**src/rtl/mem_readback_streamer.sv**
```systemverilog
// mem_readback_streamer: sweeps a BRAM address window and streams each word with its address and a running checksum
module mem_readback_streamer #(
   parameter int WID_MEM   = 18,
   parameter int DEPTH_MEM = 4096,
   parameter int ADDR_W    = 12
) (
   input  logic               clk,
   input  logic               reset,
   input  logic               start,
   input  logic [ADDR_W-1:0]  start_addr,
   input  logic [ADDR_W:0]    num_words,
   output logic [ADDR_W-1:0]  raddr,
   input  logic [WID_MEM-1:0] rdata,
   output logic [WID_MEM-1:0] m_data,
   output logic [ADDR_W-1:0]  m_addr,
   output logic               m_valid,
   input  logic               m_ready,
   output logic               busy,
   output logic               done,
   output logic [31:0]        checksum
);
   if (2**ADDR_W < DEPTH_MEM) begin : g_chk
      $error("ADDR_W too small for DEPTH_MEM");
   end
   typedef enum logic [1:0] {IDLE, SWEEP, DRAIN, DONE} state_t;
   state_t state, state_nx;
   logic [ADDR_W-1:0]  addr_ptr, raddr_q;
   logic [ADDR_W-1:0]  fa [2];
   logic [WID_MEM-1:0] fd [2];
   logic [ADDR_W:0]    remaining;
   logic [1:0]         cnt;
   logic               rd, wr, inflight, issue, pop;
   always_comb begin
      pop = m_valid & m_ready;
      // occupancy counts the word still in the BRAM pipeline so a stall never overflows the FIFO
      issue = (state == SWEEP) && (remaining != '0) &&
              (3'(cnt) + 3'(inflight) < 3'd2 + 3'(pop));
      state_nx = state;
      case (state)
         IDLE:    state_nx = start ? SWEEP : IDLE;
         SWEEP:   state_nx = (remaining == '0) ? DRAIN : SWEEP;
         DRAIN:   state_nx = (!inflight && cnt == '0) ? DONE : DRAIN;
         default: state_nx = IDLE;
      endcase
   end
   assign raddr   = issue ? addr_ptr : raddr_q;
   assign m_valid = cnt != '0;
   assign m_data  = fd[rd];
   assign m_addr  = fa[rd];
   assign busy    = (state == SWEEP) || (state == DRAIN);
   assign done    = state == DONE;
   always_ff @(posedge clk) begin
      if (reset) begin
         state     <= IDLE;
         addr_ptr  <= '0;
         raddr_q   <= '0;
         remaining <= '0;
         inflight  <= 1'b0;
         cnt       <= '0;
         rd        <= 1'b0;
         wr        <= 1'b0;
         fd        <= '{default: '0};
         fa        <= '{default: '0};
         checksum  <= '0;
      end else begin
         state    <= state_nx;
         inflight <= issue;
         cnt      <= cnt + 2'(inflight) - 2'(pop);
         if (state == IDLE && start) begin
            addr_ptr  <= start_addr;
            remaining <= num_words;
            checksum  <= '0;
         end
         if (issue) begin
            raddr_q   <= addr_ptr;
            addr_ptr  <= addr_ptr + ADDR_W'(1);
            remaining <= remaining - (ADDR_W+1)'(1);
         end
         if (inflight) begin
            fd[wr] <= rdata;
            fa[wr] <= raddr_q;
            wr     <= ~wr;
         end
         if (pop) begin
            rd       <= ~rd;
            checksum <= checksum + 32'(m_data);
         end
      end
   end
endmodule
```
**config.mk**
```make
export PLATFORM = sky130hd
export DESIGN_NAME = mem_readback_streamer
export DESIGN_NICKNAME = d
export VERILOG_FILES = /design/src/rtl/mem_readback_streamer.sv
export SDC_FILE = /design/constraint.sdc
export NUM_CORES = 1
export LEC_CHECK = 0
export BUFFER_PORTS_ARGS = -buffer_cell sky130_fd_sc_hd__buf_2
export CORE_ASPECT_RATIO = 1.2
export CORE_UTILIZATION = 30
export CTS_CLUSTER_SIZE = 25
export DETAILED_ROUTE_END_ITERATION = 10
export GPL_TIMING_DRIVEN = 0
export PLACE_DENSITY = 0.53
export SYNTH_ARGS = -nofsm -noshare
export SYNTH_HDL_FRONTEND = slang
export SYNTH_SLANG_ARGS = --single-unit
```
**constraint.sdc**
```tcl
create_clock -name clk -period 8 [get_ports clk]
set_input_delay 1.2 -clock clk [delete_from_list [all_inputs] [get_ports clk]]
set_output_delay 1.2 -clock clk [all_outputs]
set_load 0.05 [all_outputs]
```
Word-level counts from Yosys, hierarchy flattened
Cells that the tools add are included.
{ "totals": {"ff_bits": 136, "in_bits": 47, "elab_cells": 69} }
{ "classes": {"add_sub_neg": 7, "n_lt_le_gt_ge": 4, "eq_ne": 3, "muxes": 23, "bitwise_logic": 5, "reduce_logical": 14} }
{ "ops": {"columns": ["cell", "n"], "rows": [
  ["$mux 12", 7],
  ["$mux 18", 4],
  ["$mux 32", 2],
  ["$bwmux 36", 1],
  ["$add 32x18->32", 1],
  ["$mux 13", 2],
  ["$bwmux 24", 1],
  ["$demux 18 s1", 1],
  ["$logic_not 13->1", 1],
  ["$reduce_bool 13->1", 1],
  ["$sub 13x1->13 const B", 1],
  ["$add 12x1->12 const B", 1],
  ["$demux 12 s1", 1],
  ["$pmux 2 s3", 1],
  ["$reduce_bool 2->1", 3],
  ["$logic_and 1x1->1", 5],
  ["$eq 2x2->1 const B", 2],
  ["$ge 2x2->1 const B", 2],
  ["$logic_not 2->1", 2],
  ["$not 1->2", 2],
  ["$add 2x1->3", 1],
  ["$add 2x1->3 const A", 1],
  ["$lt 3x3->1", 1],
  ["$add 2x1->2", 1],
  ["other kinds (9)", 11]
]} }

Longest topological paths before layout
{ "depth": {"word_depth": 6, "mapped_depth": 12, "depth_no_buf": 11} }

Worst setup path before layout
No wires, ideal clock.
{ "synth_path": {"kind": "input to output", "startpoint": "in m_ready", "endpoint": "out raddr[10]", "arrival_ns": 2.307, "required_ns": 6.800, "slack_ns": 4.493, "stages": 6, "cell_sequence": "o21ai_1 -> o21ai_0 -> o2111ai_2 -> buf_6 -> buf_6 -> mux2_2"} }
{ "synth_via": {"elab_chain_cells": 5} }
{ "synth_lines": {"columns": ["item", "line_no", "rtl"], "rows": [
  ["start: declaration", "17", "input logic m_ready,"],
  ["$and 1x1->1", "34", "pop = m_valid & m_ready;"],
  ["$add 2x1->3", "37", "(3'(cnt) + 3'(inflight) < 3'd2 + 3'(pop));"],
  ["$lt 3x3->1", "37", null],
  ["$logic_and 1x1->1", "36", "issue = (state == SWEEP) && (remaining != '0) &&"],
  ["$mux 12", null, null],
  ["end: declaration", "12", "output logic [ADDR_W-1:0] raddr,"]
]} }
Every way passes these cells.

Worst setup path after layout
Same ends and word-level chain as after synthesis.

==> run_results.csv <==
group,metric,value,unit
outcome,outcome,"finished clean",
setup_path,start_kind,"input port",
clock_network,h-tree-depth,4,
route,viasPerCell,5.118,
min_path,min_to,"fd[2]$_SDFFE_PP0P_",
cells_and_area,layout_common_cells,"nand2_1 (160), dfxtp_1 (136), buf_2 (128), a21oi_1 (92), nor2_1 (54)",
setup_path,r2r_setup_slack,4.35,ns
synth,synth_seq_area_share,39.62,%
setup_path,crit_slowest_cell,"mux2_2",
synth,yosys.area.top_type,"dfxtp_1",
timing,tightest_slew,0.7115,ns
route,routed_wl,21570,um
min_path,holdPathStages,2,
timing,fin_setup_tns,0,ns
clock_network,cts_setup_buffers,0,
timing,slew_violations,0,
clock_network,root_buffer,"clkbuf_16",
min_path,hp-class,"flip-flop to flip-flop",
setup_path,critPathArrivalTime,2.76,ns
clock_network,clock-sinks,136,
global_route,first_global_vias,6158,
clock_network,cts_tree,"built",
synth,yosys_warnings,0,
cells_and_area,drive_gt1_share,22.83,%
setup_path,crit_family,"buffers and inverters",
power,irDropWorstVdd,0.1358,mV
setup_path,slowest_delay,0.38,ns
cells_and_area,final_net_count,1053,
global_route,grt.overflow.total,0,
synth,synth_edf_count,0,
clock_network,path_clk_slew,0.06,ns
synth,ys.flop_type,"dfxtp_1",
global_route,antenna_found_initial,2,
global_route,grt_pass1_wl,33980,um
clock_network,cts_hold_buffers,0,
floorplan,initial_core_util,30.61,%
placement,placed_cell_area,0.007836,mm2
timing,layout_setup_ws,4.040,ns
setup_path,reg2reg_to,"checksum[16]$_SDFFE_PP0P_",
synth,synth_cell_type_count,64,
synth,synth_area_leaders,"dfxtp_1 (40%), nand2_1 (8.7%), mux2_2 (6.9%)",
setup_path,path_cells,"buf_2 -> o21ai_1 -> o21ai_0 -> o2111ai_2 -> buf_6 -> buf_6 -> mux2_2 -> buf_2",
power,power.density,289.1,mW/mm2
synth,syn_avg_cell_area,8.229,um2
placement,pre_cts_ws,4.043,ns
cells_and_area,mostFrequentLayoutCell,"nand2_1",
min_path,min-delay-start,"fd[2]$_SDFFE_PP0P_",
timing,period_minus_slack,3.960,ns
placement,hpwl,16050,um
clock_network,numCtsBuffers,17,
synth,synthCells,835,
floorplan,dieWidth,140.2,um
floorplan,core_area,0.02245,mm2
synth,synthArstFlopShare,0,%
timing,max_slew_margin,52.57,%
floorplan,ioPinCount,124,
route,drc_errors,0,
setup_path,end_kind,"primary output",
timing,fin_crit_sh,49.50,%
setup_path,critPathMaxFanout,10,
timing,finClkSkew,0.01421,ns
flow_run,drv_cap,0,
route,first_pass_iters,5,
clock_network,post_cts_resized,0,
setup_path,worstPathRequired,6.80,ns
floorplan,die_y,167.8,um
setup_path,timing.critical_path.buf_inv,4,
floorplan,rows,60,
timing,fmaxAchievable,252.5,MHz
synth,synth_top_area_share,39.62,%
power,p_leak,3.463,nW
cells_and_area,final_cell_area,0.008432,mm2
timing,whs,0.4537,ns
timing,hold_viol_final,0,
clock_network,cts.path.max_buffers,2,
global_route,grt_max_degree,17,
synth,synthesis.nets,911,
timing,finalSetupViolCount,0,
floorplan,fp.dieArea,0.02352,mm2
placement,place.gp.congestion,0.8685,
setup_path,ff2ff_path_depth,12,
clock_network,insertion_delay,0.43,ns
setup_path,crit_type,"input port to primary output",
setup_path,startpoint,"m_ready",
timing,rsz0062_at_grt,"no",
synth,synth_area,0.006872,mm2
cells_and_area,areaGrowthSynthToFinish,22.71,%
placement,io_buffers,123,
route,ant_nets,0,
route,wl_per_cell,16.97,um
route,drtIter0Drc,335,
synth,ys_ff_latch,136,
setup_path,crit-reg2reg-launch,"rd$_SDFFE_PP0P_",
route,num_vias,6505,
global_route,grt_util_all_layers,18.70,%
power,p_total,2.438,mW
==> registers in the layout, indices dropped and copies added, names as in the netlist <==
signal     cells
addr_ptr      12
checksum      32
cnt            2
fa            24
fd            36
inflight       1
raddr_q       12
rd             1
remaining     13
state          2
wr             1
==> metal layers <==
layer	share of wire, %	global-route usage, %	vias to the layer above
li1	-	-	3265
met1	46	23.95	3069
met2	48	31.20	152
met3	4.5	3.697	19
met4	1.4	6.498	0
met5	0	0	-
==> cell usage after synthesis (all sizes together) (9+ instances only) <==
library cell	instances
a21oi	94
a221oi	16
a31oi	9
and3	9
buf	16
clkbuf	33
dfxtp	136
ha	28
inv	22
mux2	42
nand2	160
nand3	21
nand4	9
nor2	54
nor2b	16
nor3	15
o211ai	10
o21ai	41
==> area by class of cell <==
class | count | area (um2)
Fill cell | 2386 | 14010
Multi-Input combinational cell | 628 | 3840
Sequential cell | 136 | 2723
Timing Repair Buffer | 123 | 615.6
Clock buffer | 18 | 439.2
Tap cell | 279 | 349.1
Buffer | 49 | 226.5
Clock inverter | 14 | 151.4
Inverter | 22 | 82.58
Antenna cell | 2 | 5.005
==> stage by stage <==
step | util (%) | instances
after detailed placement | 34.91 | 1237
after global routing | 37.54 | 1269
final | 37.56 | 1271
after floorplan | - | 835
after CTS | 37.54 | 1269
after global placement | 34.91 | 1237
==> worst min-delay path, delay by kind of cell (launching register included) <==
family | cells | cell delay (ns)
and+or+nand+nor | 1 | 0.05
AOI/OAI and AO/OA | 1 | 0.05
DFF | 1 | 0.31
==> kinds of logic (layout without fill, tap and decap cells) <==
group	Yosys count	in the layout	share of synthesized area, %
simple gates	322	322	21.27
flops	136	136	39.62
compound gates	221	221	20.48
buf+inv	71	226	4.497
xor+xnor	10	10	1.275
fa+ha+maj	29	29	5.390
other cells	0	2	0
mux	46	46	7.465
==> worst max path at each step <==
stage           endpoint  cells after the start  slack, ns
6_report       raddr[10]                      8       4.04
5_1_grt        raddr[10]                      8       3.96
4_1_cts         raddr[7]                      7       4.04
3_5_place_dp   raddr[11]                      7       4.04
3_3_place_gp   raddr[11]                      7       4.05
2_1_floorplan  raddr[10]                      6       4.49
==> power by group <==
group	switching (mW)	leakage, nW	internal, mW
registers	0.0708	1.10	0.751
logic	0.547	2.07	0.275
clock network	0.344	0.287	0.451
total	0.961	3.46	1.48
(Power assumes the default switching activity.)
